==> src/rtl/pipelined_carry_skip_adder.sv <==
// -----------------------------------------------------------------------------
// pipelined_carry_skip_adder
//
// Pipelined adder/subtractor for wide datapaths. The operand word is cut into
// STAGES equal segments; segment k is summed in pipeline stage k by a chain of
// carry-skip blocks, and the carry between segments is registered. Each token
// carries its unprocessed upper A bits, the conditioned B operand and the
// finished lower result bits, so the final word leaves the last stage aligned.
// A single global advance enable gives one operation per cycle with full
// valid/ready backpressure.
//
// Parameters:
//   DATA_WIDTH  - operand/result width in bits
//   BLOCK_WIDTH - bits per carry-skip block
//   STAGES      - pipeline segments == latency in cycles
//                 (DATA_WIDTH must be a multiple of BLOCK_WIDTH*STAGES)
//
// Ports:
//   clk_i        in   clock
//   rst_n_i      in   asynchronous active-low reset
//   operand_A_i  in   first operand
//   operand_B_i  in   second operand
//   carry_i      in   carry-in (add) / borrow-in (subtract)
//   subtract_i   in   0: A+B+carry_i   1: A-B-carry_i
//   valid_i      in   input operation valid
//   ready_o      out  adder accepts input this cycle (combinational from ready_i)
//   result_o     out  registered result, modulo 2^DATA_WIDTH
//   carry_o      out  raw carry out of the MSB (subtract: 1 = no borrow)
//   valid_o      out  result_o/carry_o valid
//   ready_i      in   downstream accepts the result
//   overflow_o   out  signed overflow, aligned with result_o
//                     (present only when OVERFLOW_FLAG_EN is defined)
//
// Build option: define OVERFLOW_FLAG_EN to add the overflow_o output.
// -----------------------------------------------------------------------------
module pipelined_carry_skip_adder #(
    parameter int DATA_WIDTH  = 32,
    parameter int BLOCK_WIDTH = 4,
    parameter int STAGES      = 2
) (
    input  logic                  clk_i,
    input  logic                  rst_n_i,
    input  logic [DATA_WIDTH-1:0] operand_A_i,
    input  logic [DATA_WIDTH-1:0] operand_B_i,
    input  logic                  carry_i,
    input  logic                  subtract_i,
    input  logic                  valid_i,
    output logic                  ready_o,
    output logic [DATA_WIDTH-1:0] result_o,
    output logic                  carry_o,
    output logic                  valid_o,
    input  logic                  ready_i
`ifdef OVERFLOW_FLAG_EN
    ,
    output logic                  overflow_o
`endif
);

    localparam int SEG  = DATA_WIDTH / STAGES;   // bits handled per stage
    localparam int NBLK = SEG / BLOCK_WIDTH;     // carry-skip blocks per stage

    if (STAGES < 1 || BLOCK_WIDTH < 1 ||
        (DATA_WIDTH % (BLOCK_WIDTH * STAGES)) != 0) begin : g_bad_params
        $error("pipelined_carry_skip_adder: DATA_WIDTH must be a multiple of BLOCK_WIDTH*STAGES");
    end

    // One in-flight operation. 'word' holds finished result bits below the
    // current segment and untouched A bits above it; 'carry' is the carry
    // into the next segment (after the last stage: the MSB carry-out).
    typedef struct packed {
        logic                  valid;
        logic                  carry;
        logic [DATA_WIDTH-1:0] b;
        logic [DATA_WIDTH-1:0] word;
    } token_t;

    // -------------------------------------------------------------------------
    // Carry-skip segment adder: returns {carry_out, sum}.
    // A block whose bits all propagate forwards its own carry-in directly, so
    // a long propagate run costs one mux per block rather than a full ripple.
    // -------------------------------------------------------------------------
    function automatic logic [SEG:0] csk_segment(
        input logic [SEG-1:0] a,
        input logic [SEG-1:0] b,
        input logic           cin
    );
        logic [SEG-1:0] sum;
        logic           carry;
        logic           blk_cin;
        logic           blk_prop;
        logic           p;
        // NOTE: blocking assignments here model the ripple inside a block;
        // each bit must see the carry just produced by the bit below it.
        sum   = '0;
        carry = cin;
        for (int blk = 0; blk < NBLK; blk++) begin
            blk_cin  = carry;
            blk_prop = 1'b1;
            for (int i = 0; i < BLOCK_WIDTH; i++) begin
                p                         = a[blk*BLOCK_WIDTH + i] ^ b[blk*BLOCK_WIDTH + i];
                sum[blk*BLOCK_WIDTH + i]  = p ^ carry;
                carry                     = (a[blk*BLOCK_WIDTH + i] & b[blk*BLOCK_WIDTH + i]) | (p & carry);
                blk_prop                  = blk_prop & p;
            end
            if (blk_prop) begin
                carry = blk_cin;          // skip path
            end
        end
        return {carry, sum};
    endfunction

    // -------------------------------------------------------------------------
    // Operand conditioning: subtraction is A + ~B + ~borrow.
    // -------------------------------------------------------------------------
    logic [DATA_WIDTH-1:0] b_cond;
    logic                  cin_cond;

    assign b_cond   = subtract_i ? ~operand_B_i : operand_B_i;
    assign cin_cond = subtract_i ? ~carry_i     : carry_i;

    // -------------------------------------------------------------------------
    // Pipeline
    // -------------------------------------------------------------------------
    token_t         pipe_q   [STAGES];
    token_t         pipe_d   [STAGES];
    token_t         stage_in [STAGES];
    logic [SEG:0]   seg_res  [STAGES];
    logic           en;

    // The whole pipe moves together; it only stalls when the output holds a
    // valid result the consumer is not taking.
    assign en      = ready_i | ~pipe_q[STAGES-1].valid;
    assign ready_o = en;

    always_comb begin
        // NOTE: every element is assigned on every pass through this block,
        // so no latch can be inferred for stage_in, seg_res or pipe_d.
        stage_in[0] = '{valid: valid_i, carry: cin_cond, b: b_cond, word: operand_A_i};
        for (int k = 1; k < STAGES; k++) begin
            stage_in[k] = pipe_q[k-1];
        end
        for (int k = 0; k < STAGES; k++) begin
            seg_res[k] = csk_segment(stage_in[k].word[k*SEG +: SEG],
                                     stage_in[k].b[k*SEG +: SEG],
                                     stage_in[k].carry);
            pipe_d[k]                     = stage_in[k];
            pipe_d[k].word[k*SEG +: SEG]  = seg_res[k][SEG-1:0];
            pipe_d[k].carry               = seg_res[k][SEG];
        end
    end

    always_ff @(posedge clk_i or negedge rst_n_i) begin
        if (!rst_n_i) begin
            // NOTE: data registers are cleared along with the valid bits so
            // result_o/carry_o read 0 out of reset instead of stale data.
            for (int k = 0; k < STAGES; k++) begin
                pipe_q[k] <= '0;
            end
        end else if (en) begin
            // NOTE: non-blocking so every stage samples its predecessor's
            // pre-edge value and tokens move exactly one stage per clock.
            for (int k = 0; k < STAGES; k++) begin
                pipe_q[k] <= pipe_d[k];
            end
        end
    end

    assign result_o = pipe_q[STAGES-1].word;
    assign carry_o  = pipe_q[STAGES-1].carry;
    assign valid_o  = pipe_q[STAGES-1].valid;

`ifdef OVERFLOW_FLAG_EN
    // -------------------------------------------------------------------------
    // Signed overflow = carry into MSB ^ carry out of MSB. The carry into the
    // MSB is recovered from the MSB sum bit: c_in = a ^ b ^ s.
    // -------------------------------------------------------------------------
    logic ovf_d;
    logic ovf_q;

    assign ovf_d = seg_res[STAGES-1][SEG]
                 ^ stage_in[STAGES-1].word[DATA_WIDTH-1]
                 ^ stage_in[STAGES-1].b[DATA_WIDTH-1]
                 ^ seg_res[STAGES-1][SEG-1];

    always_ff @(posedge clk_i or negedge rst_n_i) begin
        if (!rst_n_i) begin
            ovf_q <= 1'b0;
        end else if (en) begin
            ovf_q <= ovf_d;
        end
    end

    assign overflow_o = ovf_q;
`endif

endmodule

==> config.mk <==
export PLATFORM = sky130hd
export DESIGN_NAME = pipelined_carry_skip_adder
export DESIGN_NICKNAME = d
export VERILOG_FILES = /design/src/rtl/pipelined_carry_skip_adder.sv
export SDC_FILE = /design/constraint.sdc
export NUM_CORES = 1
export LEC_CHECK = 0
export ABC_AREA = 0
export CORE_AREA = 2 2 132 134
export CTS_BUF_LIST = sky130_fd_sc_hd__clkbuf_8
export DETAILED_ROUTE_END_ITERATION = 16
export DIE_AREA = 0 0 134 136
export SLEW_MARGIN = 20
export SYNTH_ARGS = -nofsm -noshare
export SYNTH_HDL_FRONTEND = slang
export SYNTH_SLANG_ARGS = --single-unit
==> constraint.sdc <==
create_clock -name clk_i -period 10.9 [get_ports clk_i]
set_input_delay 2.18 -clock clk_i [delete_from_list [all_inputs] [get_ports clk_i]]
set_output_delay 2.18 -clock clk_i [all_outputs]
set_load 0.01 [all_outputs]
[Word-level counts from Yosys, hierarchy flattened]
Index checks and enable logic that the tools add are counted.
Cells by class
  muxes and demuxes: 10
  bitwise operators: 188
Operators by type and width (count)
  $and A1 B1 Y1: 88
  $xor A1 B1 Y1: 64
  $or A1 B1 Y1: 33
  $mux W32: 1
  $not A32 Y32: 1
  $mux W1: 9
  $not A1 Y1: 2
Word-level totals
  bits in registers: 100
  input port bits: 70
  output and inout port bits: 35
  logic and storage cells: 205

[Logic depth before layout (Yosys ltp)]
Gate-level depths: netlist of run 1.
  word-level depth: 39
  gate-level depth with buffers: 28
  mapped depth without buffers: 26

[Least setup slack after synthesis of run 1]
No wires, ideal clock.
  kind: input to register
  from: input subtract_i
  to: register pipe_q (netlist bit pipe_d[15])
  library setup time: 0.117 ns
  arrival: 10.205 ns
  required time: 10.783 ns
  slack: 0.578 ns
  stages on the path: 28
  buffers on the path: 2
  path through: buf_4 -> buf_2 -> xor2_1 -> inv_1 -> fa_1 -> fa_1 -> fa_1 -> fa_1 -> mux2i_4 -> inv_1 -> fa_1 -> fa_1 -> fa_1 -> fa_1 -> nand2_1 -> o21ai_0 -> fa_1 -> fa_1 -> fa_1 -> fa_1 -> a211o_1 -> fa_1 -> fa_1 -> fa_1 -> inv_1 -> fa_1 -> nand2_1 -> nand2_1
RTL lines
  start, declared: line 46  | input logic subtract_i,
  end signal, assigned by index: line 163  | pipe_q[k] <= pipe_d[k];
  end, declared: line 124  | token_t pipe_q [STAGES];

==> metrics.yaml, run 1 <==
status: "finished, final reports clean"
grt_pass1_vias: 3608
die_w_microns: 134
drt-initial-drc-count: 129
synthToLayoutAreaGrowth_pct: 24.2
grt_overflow: 0
ys.flop_type: "dfrtp_1"
setup_ws_ns: 0.526
cpPeakStageDelay_ns: 0.47
crit_type: "primary input to flip-flop"
crit_buf_inv: 4
relSlewSlack: 0.483
portBuffers: 104
hpwl_mm: 7.60
dp.cells: 791
yosysSeqAreaShare: 0.426
slew_viol_final: 0
leakage_nw: 2.90
cts.sinks: 84
critPathTopFamily: "adder cells"
gp_congestion: 0.825
synth_compound_area_frac: 0.0472
clkLatencyLatePin_ns: 0.37
grt_pass1_wl_mm: 17.8
grt_max_degree: 85
rsz0062_at_grt: "false"
synthMostInstantiatedCell: "nand2_1"
finalSetupTns_ns: 0
grt_usage: 0.125
path_clk_slew_ns: 0.09
finalClockSkew_ns: 0.00971
pre_cts_slack_ns: 0.0659
hp-class: "flip-flop to flip-flop"
ctsHtreeMaxLevel: 3
drive_gt1_frac: 0.0447
synth_top_cells_by_count: "nand2_1 (159), dfrtp_1 (84), inv_1 (41), buf_4 (33)"
io_pins: 105
fmax_mhz: 96.4
finalHoldViolCount: 0
power_frac_seq: 0.438
synth_seq_cells: 84
startpoint_type: "primary input"
start_util: 0.292
cp_data_required_time_ns: 11.16
synth_nets: 647
clkPwrFrac: 0.196
via_per_inst: 4.10
num_antenna_cells: 0
synth_top_family_by_area: "adder cells"
design_area_sq_mm: 0.00613
postCtsSetupBuffers: 0
first_pass_iters: 4
switching_share: 0.347
die_y_microns: 136
power_density_mw_per_mm2: 172
finalSetupViolCount: 0
die_area_sq_mm: 0.0182
std_cell_rows: 48
cts-root-buf: "clkbuf_8"
ys.warnings.count: 0
synth.avg_cell_area_sq_um: 9.62
synthAdderAreaFrac: 0.211
wirelength_mm: 10.4
cts_tree: "yes"
p_int_mw: 0.686
final_cells: 807
crit_slowest_cell: "clkdlybuf4s50_1"
drtAntennaViolNets: 0
cts_hold_buf: 0
antenna_found_initial: 0
p_sw_mw: 0.365
crit_arrival_ns: 10.63
ys_top_cells_by_area: "dfrtp_1 (43%), fa_1 (13%), nand2_1 (12%)"
yosys.area_share.simple: 0.151
vdd_drop_max_mv: 0.0634
synth_top_cell_area_share: 0.426
finalCritPeriodShare: 0.952
drv_cap: 0
drc: 0
synthXorXnorAreaFrac: 0.0601
synth_edf_count: 0
cts_resized: 0
n_fill_cell: 1712
crit_top_cell: "fa_1"
combPwrFrac: 0.366
via_count: 3307
wl_per_cell_microns: 12.9
dpl-instance-area_sq_mm: 0.00595
worst_pin_slew_ns: 0.775
period_needed_ns: 10.37
yosys.area.top_type: "dfrtp_1"
synth_cell_types: 26
cts_max_path_buffers: 2
syn_inst: 513
final_net_count: 711
cts_buffers: 9
core_area_sq_mm: 0.0169
final_core_util: 0.363
async_flop_share: 1.00
worstPathMaxFanout: 3
synthMuxAreaShare: 0.00685
syn_area_sq_mm: 0.00493
cp-end-kind: "flip-flop"
## per-stage QoR
| step | total power [mW] | hold WS [ns] |
|---|---|---|
| 2_1_floorplan | 0.725 | 0.430 |
| 3_3_place_gp | 0.850 | 0.449 |
| 3_5_place_dp | 0.861 | 0.455 |
| 4_1_cts | 1.08 | 0.475 |
| 5_1_grt | 1.14 | 0.502 |
| 6_report | 1.05 | 0.470 |
## per-layer routing
| layer | track usage | up-vias | share of wire |
|---|---|---|---|
| li1 | - | 1655 | - |
| met1 | 0.161 | 1565 | 0.46 |
| met2 | 0.203 | 77 | 0.47 |
| met3 | 0.0321 | 10 | 0.057 |
| met4 | 0.0485 | 0 | 0.016 |
| met5 | 0 | - | 0 |
## cells in the final DEF (no fill, tap or decap), drive strengths merged
master / instances
nand2: 159
clkinv: 3
nand4: 8
dfrtp: 84
xor2: 18
nor3: 1
clkbuf: 9
clkdlybuf4s50: 102
clkinvlp: 2
xnor2: 15
nand2b: 1
ha: 32
fa: 32
a31oi: 2
inv: 43
nor2: 21
buf: 5
nor2b: 1
o31a: 1
a211o: 1
mux2i: 1
o31ai: 1
mux2: 1
o21ai: 20
a21oi: 19
## power by group through the flow
stage               clock [mW]  combinational, mW  sequential [mW]
finish                   0.206              0.385            0.461
detailed placement           0              0.391            0.470
CTS                      0.217              0.395            0.464
global route             0.229              0.439            0.475
global placement             0              0.385            0.465
floorplan                    0              0.273            0.452
## state kept, by name, summed over array words and instances (netlist names)
register / count
valid_o: 1
pipe_d: 33
result_o: 32
pipe_q: 17
carry_o: 1
## logic make-up after synthesis
| kind of cell | Yosys count |
|---|---|
| xor gates and xnor gates | 33 |
| adders and majority gates | 64 |
| buffers and inverters | 95 |
| DFF | 84 |
| AOI/OAI and AO/OA | 44 |
| and+or+nand+nor | 191 |
| muxes | 2 |
## final timing paths
kind / from / end / slack (ns) / cells after the start
min reg2reg: pipe_d[65] / pipe_d[65] / 0.47 / 2
max: operand_B_i[0] / pipe_d[15] / 0.53 / 27
max in group asynchronous: rst_n_i / pipe_d[48] / 8.51 / 1
min in group asynchronous: rst_n_i / valid_o / 1.86 / 1
min: pipe_d[65] / pipe_d[65] / 0.47 / 2
max reg2reg: pipe_q[130] / result_o[31] / 3.33 / 25
## cell type report
class,count,area (sq um),share of cell area
well taps,225,282,0.0459
repair buffers,107,1060,0.173
flip-flops and latches,84,2100,0.343
inverters,41,154,0.0251
clock buffers,9,124,0.0202
clock inverters,7,51.3,0.00837
multi-input cells,334,2350,0.384
## worst min-delay path, cell delays in order (launching register included)
cell and delay, ns:
dfrtp_1 0.34, nand2_1 0.05, nand2_1 0.05
(Power assumes the default switching activity.)
==> run 2, diff against run 1 <==
--- a/config.mk
+++ b/config.mk
@@ -6,10 +6,11 @@
 export NUM_CORES = 1
 export LEC_CHECK = 0
 export ABC_AREA = 0
-export CORE_AREA = 2 2 132 134
+export CORE_AREA = 2 2 115 117
 export CTS_BUF_LIST = sky130_fd_sc_hd__clkbuf_8
 export DETAILED_ROUTE_END_ITERATION = 16
-export DIE_AREA = 0 0 134 136
+export DIE_AREA = 0 0 117 119
+export PLACE_DENSITY_LB_ADDON = 0.3
 export SLEW_MARGIN = 20
 export SYNTH_ARGS = -nofsm -noshare
 export SYNTH_HDL_FRONTEND = slang
==> run 2 against run 1 <==
- critical path depth did not move
- wire length is 10% lower
- flip-flop and latch count unchanged
- clock skew grew 0.0016 ns
- clock power is 7% lower
- fmax is 0.66% higher
- core utilization grew 11 points
- global-route usage rose by 2.2 points
- clock-buffer cell count is 1 higher
- critical endpoint unchanged
==> metrics.yaml, run 2 (synthesis gave the netlist of run 1 again) <==
via_per_inst: 4.38
cp-end-kind: "flip-flop"
finalHoldViolCount: 0
cts_max_path_buffers: 2
critPathTopFamily: "adder cells"
cts_buffers: 9
hp-class: "flip-flop to flip-flop"
finalSetupTns_ns: 0
cts_hold_buf: 0
cts_resized: 0
p_total_mw: 1.03
slew_viol_final: 0
layout.cells.most_common_list: "nand2_1 (159), clkdlybuf4s50_1 (102), dfrtp_1 (84)"
mostFrequentLayoutCell: "nand2_1"
design_area_sq_mm: 0.00606
portBuffers: 104
gp_congestion: 0.843
period_needed_ns: 10.31
crit_arrival_ns: 10.55
drt-initial-drc-count: 219
num_antenna_cells: 0
cts-root-buf: "clkbuf_8"
pre_cts_slack_ns: 0.166
fmax_mhz: 97.0
wl_per_cell_microns: 12.3
die_w_microns: 117
final_net_count: 712
crit_top_cell: "fa_1"
synthToLayoutAreaGrowth_pct: 22.9
path_depth: 27
largest_register_ffs: 33
min_path_cells: 1
drc: 0
worstPathMaxFanout: 3
cts_tree: "yes"
finalCritPeriodShare: 0.945
crit_buf_inv: 4
leakage_nw: 2.92
r2r_cells: 25
std_cell_rows: 42
rsz0062_at_grt: "false"
grt_max_degree: 94
via_count: 3325
drtAntennaViolNets: 0
drive_gt1_frac: 0.0395
finalClockSkew_ns: 0.0113
wirelength_mm: 9.33
path_clk_slew_ns: 0.07
grt_usage: 0.147
finalSetupViolCount: 0
startpoint_type: "primary input"
setup_ws_ns: 0.594
power_density_mw_per_mm2: 170
hpwl_mm: 6.78
postCtsSetupBuffers: 0
die_area_sq_mm: 0.0139
crit_type: "primary input to flip-flop"
dpl-instance-area_sq_mm: 0.00589
grt_pass1_wl_mm: 16.1
n_fill_cell: 1257
vdd_drop_max_mv: 0.0505
relSlewSlack: 0.430
grt_overflow: 0
worst_pin_slew_ns: 0.855
grt_pass1_vias: 3421
first_pass_iters: 4
drv_cap: 0
die_y_microns: 119
clkLatencyLatePin_ns: 0.36
io_pins: 105
cpPeakStageDelay_ns: 0.47
cts.sinks: 84
antenna_found_initial: 0
start_util: 0.383
dp.cells: 743
crit_slowest_cell: "clkdlybuf4s50_1"
cp_data_required_time_ns: 11.14
core_area_sq_mm: 0.0129
final_cells: 759
ctsHtreeMaxLevel: 3
status: "finished, final reports clean"
run 2: worst paths after layout:
check                               start      endpoint  slack, ns
max reg2reg                   pipe_q[130]  result_o[31]       3.46
min reg2reg                    pipe_d[65]       valid_o       0.46
max in group asynchronous         rst_n_i    pipe_d[50]       8.51
min                            pipe_d[65]       valid_o       0.46
min in group asynchronous         rst_n_i       valid_o       1.88
max                        operand_B_i[0]    pipe_d[15]       0.59
run 2: report_power, final:
group          internal, mW  switching, mW
clock                0.0851          0.106
combinational         0.200          0.177
sequential            0.402         0.0595
run 2: per-layer routing:
layer,global-route usage,vias up,wire length [microns]
li1,-,1656,-
met1,0.210,1570,4450
met2,0.221,87,4160
met3,0.0280,12,545
met4,0.0588,0,174
met5,0,-,0
run 2: final cells by class:
cell class | count | area (sq um) | area share
multi-input cells | 334 | 2350 | 0.389
flip-flops and latches | 84 | 2100 | 0.347
repair buffers | 108 | 1070 | 0.176
well taps | 176 | 220 | 0.0363
inverters | 41 | 154 | 0.0254
clock buffers | 10 | 138 | 0.0227
clock inverters | 6 | 25.0 | 0.00413
run 2: per-stage QoR:
| stage | hold WS, ns | util |
|---|---|---|
| global placement | 0.448 | 0.458 |
| CTS | 0.464 | 0.470 |
| finish | 0.461 | 0.471 |
| global route | 0.495 | 0.471 |
| floorplan | 0.430 | - |
| detailed placement | 0.447 | 0.458 |
run 2: worst reg2reg max path, delay by kind of cell (launching register included):
| kind | cells | cell delay [ns] |
|---|---|---|
| DFF | 1 | 0.39 |
| AOI/OAI and AO/OA | 2 | 0.21 |
| buffers and inverters | 4 | 0.30 |
| and+or+nand+nor | 2 | 0.15 |
| adders and majority gates | 16 | 5.97 |
| muxes | 1 | 0.32 |
==> run 3, diff against run 2 <==
--- a/config.mk
+++ b/config.mk
@@ -11,7 +11,6 @@
 export DETAILED_ROUTE_END_ITERATION = 16
 export DIE_AREA = 0 0 117 119
 export PLACE_DENSITY_LB_ADDON = 0.3
-export SLEW_MARGIN = 20
 export SYNTH_ARGS = -nofsm -noshare
 export SYNTH_HDL_FRONTEND = slang
 export SYNTH_SLANG_ARGS = --single-unit
==> run 3 against run 2 <==
- final area about the same
- critical path depth unchanged
- sequential share of layout area about the same
- fmax unchanged
- total power about the same
- clock skew about the same
- first-iteration DRC count unchanged
- via count unchanged
- highest routed layer unchanged
==> metrics.yaml, run 3 (synthesis gave the netlist of run 1 again) <==
grt_usage: 0.147
mostFrequentLayoutCell: "nand2_1"
finalSetupViolCount: 0
io_pins: 105
finalCritPeriodShare: 0.945
drt-initial-drc-count: 219
core_area_sq_mm: 0.0129
vdd_drop_max_mv: 0.0505
crit_top_cell: "fa_1"
slew_viol_final: 0
die_y_microns: 119
start_util: 0.383
crit_slowest_cell: "clkdlybuf4s50_1"
final_net_count: 712
die_w_microns: 117
synthToLayoutAreaGrowth_pct: 22.8
n_fill_cell: 1257
path_clk_slew_ns: 0.07
grt_pass1_wl_mm: 16.1
leakage_nw: 2.92
postCtsSetupBuffers: 0
num_antenna_cells: 0
antenna_found_initial: 0
cts_tree: "yes"
via_per_inst: 4.38
portBuffers: 104
fmax_mhz: 97.0
cts_resized: 0
grt_pass1_vias: 3421
period_needed_ns: 10.31
hpwl_mm: 6.78
combPwrFrac: 0.366
finalSetupTns_ns: 0
setup_ws_ns: 0.594
hp-class: "flip-flop to flip-flop"
switching_share: 0.333
final_core_util: 0.470
cts_buffers: 9
status: "finished, final reports clean"
pre_cts_slack_ns: 0.166
first_pass_iters: 4
power_density_mw_per_mm2: 170
crit_arrival_ns: 10.55
power_frac_seq: 0.448
drive_gt1_frac: 0.0395
clkPwrFrac: 0.186
cts_max_path_buffers: 2
ctsHtreeMaxLevel: 3
cts.sinks: 84
grt_max_degree: 94
largest_register_ffs: 33
rsz0062_at_grt: "false"
startpoint_type: "primary input"
grt_overflow: 0
cpPeakStageDelay_ns: 0.47
p_sw_mw: 0.343
crit_type: "primary input to flip-flop"
finalHoldViolCount: 0
relSlewSlack: 0.287
clkLatencyLatePin_ns: 0.36
cp_data_required_time_ns: 11.14
wl_per_cell_microns: 12.3
finalClockSkew_ns: 0.0113
wirelength_mm: 9.33
drtAntennaViolNets: 0
die_area_sq_mm: 0.0139
p_int_mw: 0.687
std_cell_rows: 42
via_count: 3325
holdWs_ns: 0.461
worst_pin_slew_ns: 1.07
worstPathMaxFanout: 3
drv_cap: 0
cts-root-buf: "clkbuf_8"
gp_congestion: 0.843
layout.cells.most_common_list: "nand2_1 (159), clkdlybuf4s50_1 (102), dfrtp_1 (84)"
drc: 0
cp-end-kind: "flip-flop"
cts_hold_buf: 0
-- run 3: cell counts in the layout (fill, tap and decap cells not counted) --
Identical to the previous run, type by type.
-- run 3: through the flow --
step	total power [mW]	instance area [sq um]	instances
CTS	1.05	6060	759
finish	1.03	6060	759
global route	1.12	6060	759
detailed placement	0.852	5890	743
floorplan	0.725	4930	513
global placement	0.843	5890	743
-- run 3: critical path: cells and delay by family --
| kind | cells | cell delay [ns] |
|---|---|---|
| adders and majority gates | 16 | 6.65 |
| AOI/OAI and AO/OA | 2 | 0.42 |
| muxes | 1 | 0.18 |
| and+or+nand+nor | 3 | 0.22 |
| xor gates and xnor gates | 1 | 0.19 |
| buffers and inverters | 4 | 0.70 |
-- run 3: layout make-up --
| cell class | instances | area, sq um | area share |
|---|---|---|---|
| inverters | 41 | 154 | 0.0254 |
| multi-input cells | 334 | 2350 | 0.389 |
| well taps | 176 | 220 | 0.0364 |
| repair buffers | 108 | 1060 | 0.176 |
| clock buffers | 10 | 138 | 0.0227 |
| clock inverters | 6 | 25.0 | 0.00413 |
| flip-flops and latches | 84 | 2100 | 0.347 |
-- run 3: final timing paths --
check,start,slack [ns],cells past startpoint,end
max,operand_B_i[0],0.59,27,pipe_d[15]
min,pipe_d[65],0.46,1,valid_o
max reg2reg,pipe_q[130],3.46,25,result_o[31]
min reg2reg,pipe_d[65],0.46,1,valid_o
max in group asynchronous,rst_n_i,8.21,1,pipe_d[50]
min in group asynchronous,rst_n_i,2.02,1,valid_o
-- run 3: per-layer routing --
| metal | global-route usage | wire, microns | vias to the layer above |
|---|---|---|---|
| li1 | - | - | 1656 |
| met4 | 0.0588 | 174 | 0 |
| met5 | 0 | 0 | - |
| met3 | 0.0280 | 545 | 12 |
| met2 | 0.221 | 4160 | 87 |
| met1 | 0.210 | 4450 | 1570 |
-- run 3: power by group through the flow --
stage	registers, mW	clock network, mW	logic [mW]
after floorplan	0.452	0	0.273
after global placement	0.467	0	0.376
after detailed placement	0.469	0	0.383
after CTS	0.464	0.200	0.385
after global routing	0.476	0.214	0.433
final	0.461	0.192	0.377
